### src/rtl/taximeter_fare_core.sv
`default_nettype none
// ============================================================================
// taximeter_fare_core : trip state machine turning wheel edges and a 1 Hz tick
// into mileage, waiting minutes and fare. Optional macro: NIGHT_RATE_EN.
// Revision: 1.0
// ============================================================================
module taximeter_fare_core #(
  parameter int PULSES_PER_KM = 10,
  parameter int BASE_KM       = 3,
  parameter int BASE_FARE     = 10,
  parameter int PER_KM        = 2,
  parameter int PER_WAIT_MIN  = 1,
  parameter int WAIT_TRIG_S   = 10
) (
  input  logic        clk,
  input  logic        rst_n,
  input  logic        start,
  input  logic        stop,
  input  logic        wheel_in,
  input  logic        tick_1hz,
`ifdef NIGHT_RATE_EN
  input  logic        night,
`endif
  output logic [7:0]  mil,
  output logic [6:0]  timee,
  output logic [10:0] cost,
  output logic [1:0]  state
);

  typedef enum logic [1:0] {
    S_IDLE = 2'b00,
    S_RUN  = 2'b01,
    S_WAIT = 2'b10,
    S_HOLD = 2'b11
  } state_t;

  localparam logic [7:0]  c_PULSE_LAST = 8'(PULSES_PER_KM - 1);
  localparam logic [7:0]  c_BASE_KM    = 8'(BASE_KM);
  localparam logic [10:0] c_BASE_FARE  = 11'(BASE_FARE);
  localparam logic [10:0] c_PER_KM     = 11'(PER_KM);
  localparam logic [10:0] c_PER_WAIT   = 11'(PER_WAIT_MIN);
  localparam logic [7:0]  c_WAIT_TRIG  = 8'(WAIT_TRIG_S);
  localparam logic [7:0]  c_MIL_MAX    = 8'd99;
  localparam logic [6:0]  c_TIME_MAX   = 7'd59;
  localparam logic [5:0]  c_SEC_LAST   = 6'd59;
  localparam logic [10:0] c_COST_MAX   = 11'd999;

  logic        r_sync1, r_sync2, r_sync3;
  state_t      r_state,     w_state_nx;
  logic [7:0]  r_pulse_cnt, w_pulse_nx;
  logic [7:0]  r_idle_s,    w_idle_nx;
  logic [5:0]  r_sec_cnt,   w_sec_nx;
  logic [7:0]  r_mil,       w_mil_nx;
  logic [6:0]  r_timee,     w_timee_nx;
  logic [10:0] r_cost,      w_cost_nx;

  logic        w_wheel_p;
  logic        w_pulse_wrap;
  logic [7:0]  w_pulse_step;
  logic [7:0]  w_mil_step;
  logic [10:0] w_km_rate;
  logic [10:0] w_cost_km;
  logic [10:0] w_cost_min;

  function automatic logic [10:0] f_sat_add(input logic [10:0] a, input logic [10:0] b);
    logic [11:0] s;
    s = {1'b0, a} + {1'b0, b};
    return (s > {1'b0, c_COST_MAX}) ? c_COST_MAX : s[10:0];
  endfunction

  assign w_wheel_p    = r_sync2 & ~r_sync3;
  assign w_pulse_wrap = (r_pulse_cnt == c_PULSE_LAST);
  assign w_pulse_step = w_pulse_wrap ? 8'd0 : r_pulse_cnt + 8'd1;
  assign w_mil_step   = (r_mil == c_MIL_MAX) ? r_mil : r_mil + 8'd1;

`ifdef NIGHT_RATE_EN
  assign w_km_rate = night ? c_PER_KM + 11'd1 : c_PER_KM;
`else
  assign w_km_rate = c_PER_KM;
`endif

  // Charge uses the mileage before this km step is counted.
  assign w_cost_km  = (r_mil >= c_BASE_KM) ? f_sat_add(r_cost, w_km_rate) : r_cost;
  assign w_cost_min = f_sat_add(r_cost, c_PER_WAIT);

  always_comb begin
    w_state_nx = r_state;
    w_pulse_nx = r_pulse_cnt;
    w_idle_nx  = r_idle_s;
    w_sec_nx   = r_sec_cnt;
    w_mil_nx   = r_mil;
    w_timee_nx = r_timee;
    w_cost_nx  = r_cost;
    case (r_state)
      S_IDLE, S_HOLD: begin
        if (start && !stop) begin
          w_state_nx = S_RUN;
          w_pulse_nx = 8'd0;
          w_idle_nx  = 8'd0;
          w_sec_nx   = 6'd0;
          w_mil_nx   = 8'd0;
          w_timee_nx = 7'd0;
          w_cost_nx  = c_BASE_FARE;
        end
      end
      S_RUN: begin
        if (stop) begin
          w_state_nx = S_HOLD;
        end else if (w_wheel_p) begin
          // An edge restarts the idle window even if a tick lands in the same cycle.
          w_idle_nx  = 8'd0;
          w_pulse_nx = w_pulse_step;
          if (w_pulse_wrap) begin
            w_mil_nx  = w_mil_step;
            w_cost_nx = w_cost_km;
          end
        end else if (tick_1hz) begin
          if (r_idle_s + 8'd1 == c_WAIT_TRIG) begin
            w_state_nx = S_WAIT;
            w_idle_nx  = 8'd0;
            w_sec_nx   = 6'd0;
          end else begin
            w_idle_nx = r_idle_s + 8'd1;
          end
        end
      end
      S_WAIT: begin
        if (stop) begin
          w_state_nx = S_HOLD;
        end else if (w_wheel_p) begin
          w_state_nx = S_RUN;
          w_idle_nx  = 8'd0;
          w_sec_nx   = 6'd0;
          w_pulse_nx = w_pulse_step;
          if (w_pulse_wrap) begin
            w_mil_nx  = w_mil_step;
            w_cost_nx = w_cost_km;
          end
        end else if (tick_1hz) begin
          if (r_sec_cnt == c_SEC_LAST) begin
            w_sec_nx = 6'd0;
            if (r_timee != c_TIME_MAX) begin
              w_timee_nx = r_timee + 7'd1;
              w_cost_nx  = w_cost_min;
            end
          end else begin
            w_sec_nx = r_sec_cnt + 6'd1;
          end
        end
      end
      default: w_state_nx = S_IDLE;
    endcase
  end

  always_ff @(posedge clk or negedge rst_n) begin
    if (!rst_n) begin
      r_sync1     <= 1'b0;
      r_sync2     <= 1'b0;
      r_sync3     <= 1'b0;
      r_state     <= S_IDLE;
      r_pulse_cnt <= 8'd0;
      r_idle_s    <= 8'd0;
      r_sec_cnt   <= 6'd0;
      r_mil       <= 8'd0;
      r_timee     <= 7'd0;
      r_cost      <= 11'd0;
    end else begin
      r_sync1     <= wheel_in;
      r_sync2     <= r_sync1;
      r_sync3     <= r_sync2;
      r_state     <= w_state_nx;
      r_pulse_cnt <= w_pulse_nx;
      r_idle_s    <= w_idle_nx;
      r_sec_cnt   <= w_sec_nx;
      r_mil       <= w_mil_nx;
      r_timee     <= w_timee_nx;
      r_cost      <= w_cost_nx;
    end
  end

  assign mil   = r_mil;
  assign timee = r_timee;
  assign cost  = r_cost;
  assign state = r_state;

endmodule
`default_nettype wire

### config.mk
export PLATFORM = sky130hd
export DESIGN_NAME = taximeter_fare_core
export DESIGN_NICKNAME = d
export VERILOG_FILES = /design/src/rtl/taximeter_fare_core.sv
export SDC_FILE = /design/constraint.sdc
export NUM_CORES = 1
export LEC_CHECK = 0
export ABC_AREA = 0
export BUFFER_PORTS_ARGS = -buffer_cell sky130_fd_sc_hd__buf_2
export CORE_AREA = 2 2 109 85
export DETAILED_ROUTE_END_ITERATION = 6
export DIE_AREA = 0 0 111 87
export GPL_ROUTABILITY_DRIVEN = 0
export PLACE_DENSITY_LB_ADDON = 0.25
export SETUP_SLACK_MARGIN = 0.15
export SKIP_CTS_REPAIR_TIMING = 1
export SYNTH_ARGS = -nofsm -noshare
export SYNTH_HDL_FRONTEND = slang
export SYNTH_SLANG_ARGS = --single-unit
export TNS_END_PERCENT = 1
### constraint.sdc
create_clock -name clk -period 3 [get_ports clk]
set_input_delay 0.45 -clock clk [delete_from_list [all_inputs] [get_ports clk]]
set_output_delay 0.45 -clock clk [all_outputs]
set_load 0.01 [all_outputs]
==> results.md <==
- Status: finished clean
- Synth area leaders: dfrtp_1 35%, o21ai_0 7.1%, nand2_1 4.9%, nor2_1 4.6%, ha_1 4.3%
- Clk buf depth: 2
- Critical path endpoint category: flip-flop
- Yosys warns: 0
- Initial antenna violation count: 0
- Synth area leader: dfrtp_1
- Clk pin slew, worst setup/hold paths: 70 ps
- F_max: 376 MHz
- Crit Path Class: reg -> reg
- Initial DRC count: 285
- Worst path cell trace: ha_1 > and4_1 > a211oi_1 > a21o_1 > nand3_1 > nor2_1 > o21ai_0 > a22oi_1
- Initial Util: 0.437
- Slew @ Worst Pin: 959 ps
- GR Overflow Total: 0
- Worst hold-check path type: in -> async
- DRT Wirelength: 9730 um
- Static leakage: 1.80 nW
- Core box area: 8670 um^2
- Layout filler cell count: 812
- Area grow syn2layout: 12.5%
- Layout cell share with drive strength beyond 1: 0.151
- Slew HR: 0.353
- Pre-antenna DRT Iters: 5
- Drc violations: 0
- Hold WS: 144 ps
- Clock sinks: 53
- Register area share after synthesis: 0.350
- Share of the synthesized area in the top cell type: 0.350
- Via-per-instance ratio: 5.99
- Syn avg cell area: 8.10 um^2
- Die area: 9660 um^2
- Synth cell types: 67
- Setup Viol. Count Final: 0
- CTS tree: done
- Nets: 514
- Worst skew pair latency: 290 ps
- Global-route wire length before repair: 16400 um
- P per Cell Area: 718 nW/um^2
- Number of synthesized flops with an enable pin: 0
- RSZ-0062 raised after global routing: yes
- Fin crit period: 2660 ps
- Slew Limit Fails: 0
- Startpoint types: flip-flop
- # diodes: 0
- Height of the die: 87 um
- Max cap viols: 0
- Routed WL per cell: 16.0 um
- Most used DFF post-synth: dfrtp_1
- CP max FO: 11
- Critical path arrival: 2870 ps
- HPWL after DPL: 7050 um
- CTS root buf: clkbuf_16
- PortBufs: 33
- Die width: 111 um
- # rows: 30
- CP required: 3210 ps
- Finished Cell Area: 4260 um^2
- Cell count after synthesis: 467
- VDD IR max: 0.441 mV
- CP peak stage delay: 460 ps
- Syn_nets: 486
- CTS Buf Count: 5
- Final Hold Vio Count: 0
- Vias in the first global route: 3292
- Num ports: 34
- Area of the mapped netlist: 3780 um^2
- Final ANT Viol Nets: 0
- GRT Total Usage: 0.205
- Fin crit share: 0.886
- Clk_skew: 3.32 ps
- Pin count of the biggest net entering global routing: 54
- Via Count: 3642
- #FFs+latches synth: 53
- Max H-tree Level: 2
- Crit-path slowest cell: a211oi_1
- TNS Setup: 0 ps
- DP Area: 4080 um^2
- Async SR Flop Fraction: 1.00
==> path summary, 6_finish.rpt <==
check / cells after the start / from / endpoint / slack, ps
max in group asynchronous: 2 / rst_n / cost[5]$_DFFE_PN0P_ / 2610
min reg2reg: 0 / r_sync1$_DFF_PN0_ / r_sync2$_DFF_PN0_ / 360
min: 2 / rst_n / timee[4]$_DFFE_PN0P_ / 140
max reg2reg: 8 / timee[0]$_DFFE_PN0P_ / cost[0]$_DFFE_PN0P_ / 340
max: 8 / timee[0]$_DFFE_PN0P_ / cost[0]$_DFFE_PN0P_ / 340
min in group clk: 1 / wheel_in / r_sync1$_DFF_PN0_ / 260
==> cell usage after synthesis (6+ instances only) <==
cell / instances
inv_1: 12
a21oi_1: 24
nand2b_1: 8
dfrtp_1: 53
ha_1: 13
clkbuf_1: 14
o21ai_0: 54
a31oi_1: 6
nor4_1: 6
nor2_1: 46
nor3_1: 16
buf_2: 9
nand2_1: 49
and3_1: 10
o31ai_1: 11
xor2_1: 7
xnor2_1: 7
nand3_1: 29
nand4_1: 11
==> kinds of logic after synthesis <==
group,Yosys count,synth area share
buf+inv,37,0.0436
fa+ha+maj,13,0.0430
flops,53,0.350
xor+xnor,14,0.0324
simple gates,207,0.275
compound gates,141,0.250
mux,2,0.00562
==> sequential cells by signal (all words and copies together) (netlist names), 2 cells and up <==
signal,cells
cost,11
r_idle_s,8
r_sec_cnt,6
mil,8
timee,7
state,2
r_pulse_cnt,8
==> worst max-delay path, delay by kind of cell (launching register included) <==
| family | cells | cell delay [ps] |
|---|---|---|
| flip-flops | 1 | 440 |
| adder cells (fa/ha/maj) | 1 | 250 |
| AO/OA/AOI/OAI | 4 | 990 |
| AND/OR/NAND/NOR | 3 | 900 |
==> where the power goes <==
part           internal, W  total, W  switching, W
registers         0.000834  0.000999      0.000165
clock network     0.000417  0.000682      0.000265
logic             0.000484   0.00138      0.000895
total              0.00173   0.00306       0.00133
==> metrics by stage <==
stage          total power [W]  worst slack (ps)   util  std cells
6_report               0.00306               342  0.491        608
5_1_grt                0.00331               145  0.491        608
4_1_cts                0.00306               327  0.491        608
3_5_place_dp           0.00236               347  0.471        600
3_3_place_gp           0.00235               360  0.471        600
2_1_floorplan          0.00195               586      -        467
==> layer usage <==
layer | global-route usage | vias to the layer above | share of wire
li1 | - | 1780 | -
met1 | 0.309 | 1720 | 0.49
met2 | 0.301 | 136 | 0.43
met3 | 0.0424 | 6 | 0.074
met4 | 0.0511 | 0 | 0.0074
met5 | 0 | - | 0
==> area by class of cell <==
type,instances,area (um^2),share of cell area
clock inverter,2,37.5,0.00881
inverter,12,45.0,0.0106
timing repair buffer,46,275,0.0646
clock buffer,6,139,0.0326
sequential,53,1330,0.311
multi-input combinational,377,2300,0.539
tap,112,140,0.0329
==> layout by cell type, fill, tap and decap left out, drive strengths merged, types with 3 or more instances in the layout <==
master / n
a211oi: 5
a21o: 5
a21oi: 25
a311oi: 3
a31oi: 7
and2: 5
and3: 12
buf: 46
clkbuf: 6
dfrtp: 53
ha: 13
inv: 12
nand2: 51
nand2b: 8
nand3: 29
nand4: 11
nor2: 47
nor2b: 5
nor3: 16
nor4: 7
o211ai: 3
o21ai: 56
o22ai: 3
o31ai: 12
or2: 3
or3: 4
xnor2: 7
xor2: 7
No activity file was read; power rests on OpenSTA's default activity.
